==> src/rtl/toggle_cover_collector.sv <==
// Toggle coverage collector: per-point saturating hit counters, a first-hit
// event stream, and a snapshot-based dump of every counter on request.
module toggle_cover_collector #(
  parameter int unsigned WIDTH       = 43,
  parameter int unsigned COVER_INDEX = 0,
  parameter int unsigned COVER_TOTAL = 38253,
  parameter int unsigned CNT_W       = 8
) (
  input  logic                       clock,
  input  logic                       reset,
  input  logic                       en,
  input  logic [WIDTH-1:0]           valid,
  input  logic                       clear,
  output logic                       evt_valid,
  input  logic                       evt_ready,
  output logic [31:0]                evt_index,
  input  logic                       dump_req,
  output logic                       dump_busy,
  output logic                       dump_valid,
  input  logic                       dump_ready,
  output logic [31:0]                dump_index,
  output logic [CNT_W-1:0]           dump_count,
  output logic                       dump_last,
  output logic [$clog2(WIDTH+1)-1:0] covered_cnt
);

  localparam int unsigned CW    = $clog2(WIDTH + 1);
  localparam int unsigned PTR_W = (WIDTH > 1) ? $clog2(WIDTH) : 1;
  localparam logic [CNT_W-1:0] CNT_MAX  = {CNT_W{1'b1}};
  localparam logic [PTR_W-1:0] LAST_PTR = PTR_W'(WIDTH - 1);

  // Parameter legality is checked at elaboration time.
  if (WIDTH < 1 || WIDTH > 1024) begin : g_bad_width
    $error("toggle_cover_collector: WIDTH must be in 1..1024");
  end
  if (CNT_W < 1 || CNT_W > 32) begin : g_bad_cnt_w
    $error("toggle_cover_collector: CNT_W must be in 1..32");
  end
  if ((64'(COVER_INDEX) + 64'(WIDTH)) > 64'(COVER_TOTAL)) begin : g_bad_range
    $error("toggle_cover_collector: COVER_INDEX+WIDTH exceeds COVER_TOTAL");
  end

  typedef enum logic {
    S_IDLE = 1'b0,
    S_SEND = 1'b1
  } dump_state_t;

  logic [CNT_W-1:0] hit_cnt [WIDTH];
  logic [WIDTH-1:0] seen;
  logic [WIDTH-1:0] pending;
  logic [WIDTH-1:0] hit;
  logic [WIDTH-1:0] first_hit;

  logic             evt_load;
  logic             pick_found;
  logic [PTR_W-1:0] pick_idx;
  logic [WIDTH-1:0] pick_mask;

  dump_state_t      state;
  dump_state_t      state_nxt;
  logic [PTR_W-1:0] ptr;
  logic [PTR_W-1:0] ptr_nxt;
  logic             load_rec;
  logic [CNT_W-1:0] rec_cnt;

  assign hit       = en ? valid : '0;
  assign first_hit = hit & ~seen;
  assign evt_load  = !evt_valid || evt_ready;

  // Saturating hit counters and sticky seen flags; clear beats any hit.
  always_ff @(posedge clock or negedge reset) begin : p_cnt
    if (!reset) begin
      for (int i = 0; i < int'(WIDTH); i++) begin
        hit_cnt[i] <= '0;
      end
      seen <= '0;
    end else if (clear) begin
      for (int i = 0; i < int'(WIDTH); i++) begin
        hit_cnt[i] <= '0;
      end
      seen <= '0;
    end else begin
      for (int i = 0; i < int'(WIDTH); i++) begin
        if (hit[i] && (hit_cnt[i] != CNT_MAX)) begin
          hit_cnt[i] <= hit_cnt[i] + CNT_W'(1);
        end
      end
      seen <= seen | hit;
    end
  end

  // Lowest-numbered pending point wins the event register.
  always_comb begin : p_pick
    pick_found = 1'b0;
    pick_idx   = '0;
    pick_mask  = '0;
    for (int i = int'(WIDTH) - 1; i >= 0; i--) begin
      if (pending[i]) begin
        pick_found   = 1'b1;
        pick_idx     = PTR_W'(i);
        pick_mask    = '0;
        pick_mask[i] = 1'b1;
      end
    end
  end

  // Pending set and event output register.
  always_ff @(posedge clock or negedge reset) begin : p_evt
    if (!reset) begin
      pending   <= '0;
      evt_valid <= 1'b0;
      evt_index <= '0;
    end else if (clear) begin
      pending   <= '0;
      evt_valid <= 1'b0;
    end else begin
      if (evt_load) begin
        pending   <= (pending & ~pick_mask) | first_hit;
        evt_valid <= pick_found;
        if (pick_found) begin
          evt_index <= 32'(COVER_INDEX) + 32'(pick_idx);
        end
      end else begin
        pending <= pending | first_hit;
      end
    end
  end

  always_comb begin : p_popcount
    covered_cnt = '0;
    for (int i = 0; i < int'(WIDTH); i++) begin
      covered_cnt = covered_cnt + CW'(seen[i]);
    end
  end

  // Dump FSM next-state; clear overrides every transition.
  always_comb begin : p_dump_nxt
    state_nxt = state;
    ptr_nxt   = ptr;
    load_rec  = 1'b0;
    case (state)
      S_IDLE: begin
        if (dump_req) begin
          state_nxt = S_SEND;
          ptr_nxt   = '0;
          load_rec  = 1'b1;
        end
      end
      S_SEND: begin
        if (dump_ready) begin
          if (ptr == LAST_PTR) begin
            state_nxt = S_IDLE;
            ptr_nxt   = '0;
          end else begin
            ptr_nxt  = ptr + PTR_W'(1);
            load_rec = 1'b1;
          end
        end
      end
      default: begin
        state_nxt = S_IDLE;
        ptr_nxt   = '0;
      end
    endcase
    if (clear) begin
      state_nxt = S_IDLE;
      ptr_nxt   = '0;
      load_rec  = 1'b0;
    end
  end

  // Snapshot source: the counter value at the edge the record is loaded.
  always_comb begin : p_rec_mux
    rec_cnt = '0;
    for (int i = 0; i < int'(WIDTH); i++) begin
      if (PTR_W'(i) == ptr_nxt) begin
        rec_cnt = hit_cnt[i];
      end
    end
  end

  always_ff @(posedge clock or negedge reset) begin : p_dump_reg
    if (!reset) begin
      state      <= S_IDLE;
      ptr        <= '0;
      dump_index <= '0;
      dump_count <= '0;
      dump_last  <= 1'b0;
    end else begin
      state <= state_nxt;
      ptr   <= ptr_nxt;
      if (load_rec) begin
        dump_index <= 32'(COVER_INDEX) + 32'(ptr_nxt);
        dump_count <= rec_cnt;
        dump_last  <= (ptr_nxt == LAST_PTR);
      end else if (state_nxt == S_IDLE) begin
        dump_last <= 1'b0;
      end
    end
  end

  assign dump_busy  = (state == S_SEND);
  assign dump_valid = (state == S_SEND);

endmodule

==> config.mk <==
export PLATFORM = sky130hd
export DESIGN_NAME = toggle_cover_collector
export DESIGN_NICKNAME = d
export VERILOG_FILES = /design/src/rtl/toggle_cover_collector.sv
export SDC_FILE = /design/constraint.sdc
export NUM_CORES = 1
export LEC_CHECK = 0
export BUFFER_PORTS_ARGS = -buffer_cell sky130_fd_sc_hd__buf_2
export CAP_MARGIN = 20
export CORE_UTILIZATION = 62
export DETAILED_ROUTE_END_ITERATION = 7
export PLACE_DENSITY = 0.8
export SLEW_MARGIN = 0
export SYNTH_ARGS = -nofsm -noshare
export SYNTH_HDL_FRONTEND = slang
export SYNTH_SLANG_ARGS = --single-unit
export TNS_END_PERCENT = 50
==> constraint.sdc <==
create_clock -name clock -period 16.5 [get_ports clock]
set_clock_uncertainty 0.1 [all_clocks]
set_input_delay 3.3 -clock clock [delete_from_list [all_inputs] [get_ports clock]]
set_output_delay 3.3 -clock clock [all_outputs]
set_load 0.02 [all_outputs]
* Yosys cells after proc, flatten, opt, wreduce, memory -nomap -nowiden
Index checks and enable logic that the tools add are counted.
Word-level totals: word-level logic and storage cells 563, register bits 459, output and inout port bits 82, input bits 50
Cells by class: multiplexer cells 237, reduce and logical (&&, ||, !) cells 91, add/sub/neg operators 86, bitwise gates (word level) 9, equality and inequality tests 88
Operators with widths (count):
- 43-bit two-way mux | 47
- 8-bit two-way mux | 86
- 8-bit by 1-bit adder with 8-bit output, second input constant | 43
- 344-bit two-way mux | 1
- 8-bit inequality test, second input constant | 43
- 6-bit two-way mux | 47
- 6-bit by 1-bit adder with 6-bit output | 37
- 43-bit bitwise OR | 3
- 5-bit by 6-bit == test with 1-bit output, first input constant | 16
- 2-bit nonzero test | 44
- 43-bit bitwise AND | 2
- 43-bit inverter | 2
- 6-bit == test, first input constant | 11
- 1-bit two-way mux | 53
- 4-bit by 6-bit == test with 1-bit output, first input constant | 8
- 1-bit logical AND | 43
- 3-bit by 6-bit == test with 1-bit output, first input constant | 4
- 2-bit by 6-bit == test with 1-bit output, first input constant | 2
- 6-bit == test, second input constant | 2
- 6-bit case mux with 2 select lines | 1
- 5-bit by 1-bit adder with 6-bit output | 1
- 6-bit by 1-bit adder with 6-bit output, second input constant | 1
- 1-bit by 6-bit == test with 1-bit output, first input constant | 1
- 6-bit logical NOT | 1
- 10 further kinds | 12

* Logic depth before layout (Yosys ltp)
depth after elaboration 49, depth in mapped cells 19, gate-level depth less buffers 19

* Least setup slack after synthesis
OpenSTA, ideal clock, no wires.
kind register to output, start register seen[35], end output covered_cnt[4], stages on the path, launching flop included 19, slack 7.686 ns, arrival 5.414 ns, data required time 13.100 ns, path buffers 0, path through dfrtp_1 > inv_1 > fa_1 > inv_1 > fa_1 > inv_1 > fa_1 > inv_1 > fa_1 > inv_1 > fa_1 > fa_1 > fa_1 > inv_1 > fa_1 > fa_1 > a21o_1 > a21oi_1 > xnor2_1
On the way: cells in the longest elaborated chain, start to end 8
RTL lines:
- start: declaration | RTL line 49 | logic [WIDTH-1:0] seen;
- start signal: assignment | RTL line 88 | seen <= seen | hit;
- 6-bit by 1-bit adder with 6-bit output (8 in series) | RTL line 132 | covered_cnt = covered_cnt + CW'(seen[i]);
- end: declaration | RTL line 24 | output logic [$clog2(WIDTH+1)-1:0] covered_cnt
No other way between the ends.

* Worst setup path after layout
Same ends and word-level chain as after synthesis.

==> results.md <==
* Outcome: finished clean
* Setup total negative slack at 0 ps
* Final nets at 3,159
* Min cycle time layout at between 9000 and 10,000 ps
* PostCTS Resize Cnt at 0
* Number of global-route vias before repair at 22,700
* Leakage power at 12.7 nW
* Synthesized area at 26,600 sq um
* 1st-iter DRT viols at 2,803
* Num Clock Sinks at 459
* Core region area at 42,100 sq um
* Drt total wl at 82.8 mm
* Maximum clock path buffer count at 3
* Hold WS at 389 ps
* First-pass iteration count of the detailed router at 8
* Seq cells post-synth at ~460
* Congestion Overflow GR at 0
* Die W at 209 um
* Top FF cell, synth: dfrtp_1
* Post-CTS Setup Bufs at 0
* Hold_buf cts at 0
* Worst Reg-to-Reg Cells at 11
* Post-synth EDFFs at 0
* Peak supply drop at approximately 0.18 mV
* Final setup viols at 0
* DRC Markers at 0
* Placed Area at 27,200 sq um
* Distinct cell type count after synthesis at 94
* Crit Path Max Fanout at 2
* Final Power at 0.00305 W
* Clk slew on worst S/H paths at 60 ps
* Crit path required time at 13,100 ps
* Slew HR at 0.303
* Critical path endpoint category: primary output
* Met3 wire len at 8.80 mm
* Detailed-route wire length per cell at 23.0 um
* Commonest non-fill, non-tap cell in the layout: nor2_1
* Die area at 43,700 sq um
* Via/cell ratio at 6.67
* F_max at 0.102 GHz
* Most frequent CP cell: fa_1
* Number of fill cells at 3,295
* Crit path buf inv count at 7
* Fin. max-slew vios at 0
* Async set-reset flop share out of synthesis at 1.00
* R2R setup slack at 11,420 ps
* Top delay family on crit path: adder cells
* GPL Wtd Cong at 1.04
* Area growth from synthesis to layout at 8.94%
* Layout cells sized above 1 at 0.0755
* R2r startpoint: dump_busy
* Detailed Place HPWL at about 60 mm
* Diodes inserted at 0
* Clk Latency, worst-skew pair at 600 ps
* Root buffer cell: clkbuf_16
* Hold_sp: evt_index[4]
* WHS Endpoint: evt_index[4]
* Number of port buffers at 79
* Hold Path Depth at 2
* Final hold violation count at 0
* Post-synthesis sequential area ratio at 0.432
* Pwr/cell area at 105 nW/um^2
* Initial Util at 0.630
* CP Launch Type: register
* Avg Inst Size Synth at 8.96 sq um
* Final period utilization at 0.595
* Final ANT Viol Nets at 0
* CP max stage delay at 550 ps
* IO Pins at approximately 130
* Initial antenna violation count at 4
* Met2 wire len at approximately 37 mm
* Worst min path class: register to register
* DR top layer: met5
* Data arrival, critical path at 6410 ps
* Die outline height at 209 um
* Slowest-stage cell, CP: fa_1
* Worst path cell trace: inv_1 -> fa_1 -> inv_1 -> fa_1 -> inv_1 -> fa_1 -> inv_1 -> fa_1 -> inv_1 -> fa_1 -> fa_1 -> fa_1 -> inv_1 -> fa_1 -> fa_1 -> a21o_1 -> a21oi_1 -> xnor2_1 -> buf_2
* # rows at 75
* Worst-Margin Slew at between 1000 and 1500 ps
* First-pass GRT wire length at 129 mm
* CTS tree: built
* Most frequent cells in the layout: nor2_1 (476), dfrtp_1 (459), nand2_1 (261)
* Met1 Wirelength at 33.2 mm
* Crit Path Category: register to primary output
* Worst r2r dst: dump_count[4]
* RSZ-0062 raised after global routing: false
* H-tree depth at 2
* Synth warn at 0
* Max_cap viols at 0
* Gr usage total at 0.381
* Num CTS Buffers at 49
* Largest net degree at the start of global routing at ~120
* Vias at 24,000
* Final instance area at 28,900 sq um
* Fin util at 0.687
* Post-Syn Instances at just under 3,000
-- stage by stage --
stage | instances | setup slack, ps
after detailed placement | 3507 | 7310
after global placement | 3507 | 7370
after global routing | 3598 | 6450
after floorplan | 3016 | 7690
final | 3598 | 6690
after CTS | 3596 | 6650
-- worst max-delay path by stage --
stage | from | to | depth (start not counted)
after global placement | seen[35] | covered_cnt[4] | 19
after CTS | seen[35] | covered_cnt[4] | 19
after floorplan | seen[35] | covered_cnt[4] | 18
final | seen[35] | covered_cnt[4] | 19
after global routing | seen[35] | covered_cnt[4] | 19
after detailed placement | seen[35] | covered_cnt[4] | 19
-- power by group --
| part | switching, W | internal, W | leakage, nW | total (W) |
|---|---|---|---|---|
| Clock | 0.000471 | 0.000681 | 0.816 | 0.00115 |
| Combinational | 0.000441 | 0.000254 | 5.59 | 0.000694 |
| Sequential | 0.0000432 | 0.00116 | 6.29 | 0.00120 |
-- worst register-to-register path, delay by kind of cell, from the launching register on --
family	cells	cell delay, ps
buf+inv	1	360
simple gates	2	1130
flops	1	790
compound gates	8	2640
-- cell families (layout without fill, tap and decap cells) --
family	after synthesis	after routing	share of synthesized area
and+or+nand+nor	1242	1242	0.224
buffers and inverters	250	293	0.0446
muxes	38	38	0.0144
DFF	459	459	0.432
adders and majority gates	88	88	0.0511
AOI/OAI and AO/OA	654	654	0.157
xor gates and xnor gates	233	233	0.0768
other	1	52	0.000141
-- sequential cells by signal (all words and copies together) (netlist names), 6 cells and up --
register / flops
evt_index: 6
dump_index: 6
hit_cnt: 344
seen: 43
ptr: 6
dump_count: 8
pending: 43
-- per-layer routing --
metal / vias up / track usage
met4: 8 / 0.160
met1: 11800 / 0.518
met2: 1347 / 0.588
met5: - / 0
met3: 241 / 0.0872
li1: 10600 / -
-- final cells by class --
| cell class | instances | area [sq um] | area share |
|---|---|---|---|
| sequential | 459 | 11500 | 0.397 |
| clock buffer | 73 | 1480 | 0.0511 |
| tap | 539 | 674 | 0.0233 |
| timing repair buffer | 101 | 623 | 0.0215 |
| multi-input combinational | 2307 | 14100 | 0.487 |
| inverter | 103 | 389 | 0.0134 |
| clock inverter | 16 | 194 | 0.00670 |
-- Yosys cell counts, types with 8 or more instances --
master / n / area, sq um
nor2_1: 477 / 1790
dfrtp_1: 459 / 11500
nand2_1: 261 / 980
a21oi_1: 224 / 1120
xor2_1: 154 / 1350
o21ai_0: 148 / 741
nand4_1: 123 / 769
nand3_1: 112 / 561
inv_1: 99 / 372
or3_1: 82 / 513
xnor2_1: 79 / 692
clkbuf_1: 64 / 240
buf_4: 54 / 405
ha_1: 54 / 676
nor3_1: 51 / 255
mux2i_1: 37 / 370
fa_1: 34 / 681
and3_1: 29 / 181
a31oi_1: 27 / 169
o22ai_1: 27 / 169
a221oi_1: 26 / 228
o211ai_1: 22 / 165
a22oi_1: 20 / 150
buf_2: 20 / 100
nor4_1: 20 / 125
o221ai_1: 20 / 175
o211a_1: 14 / 140
a211oi_1: 13 / 97.6
a222oi_1: 13 / 130
nand3b_1: 12 / 90.1
a21o_1: 10 / 75.1
o31ai_1: 10 / 75.1
a22o_1: 8 / 70.1
and2_1: 8 / 50.1
nand2b_1: 8 / 50.1
nor3_2: 8 / 80.1
Note: power is estimated with default switching activity, not from simulation.
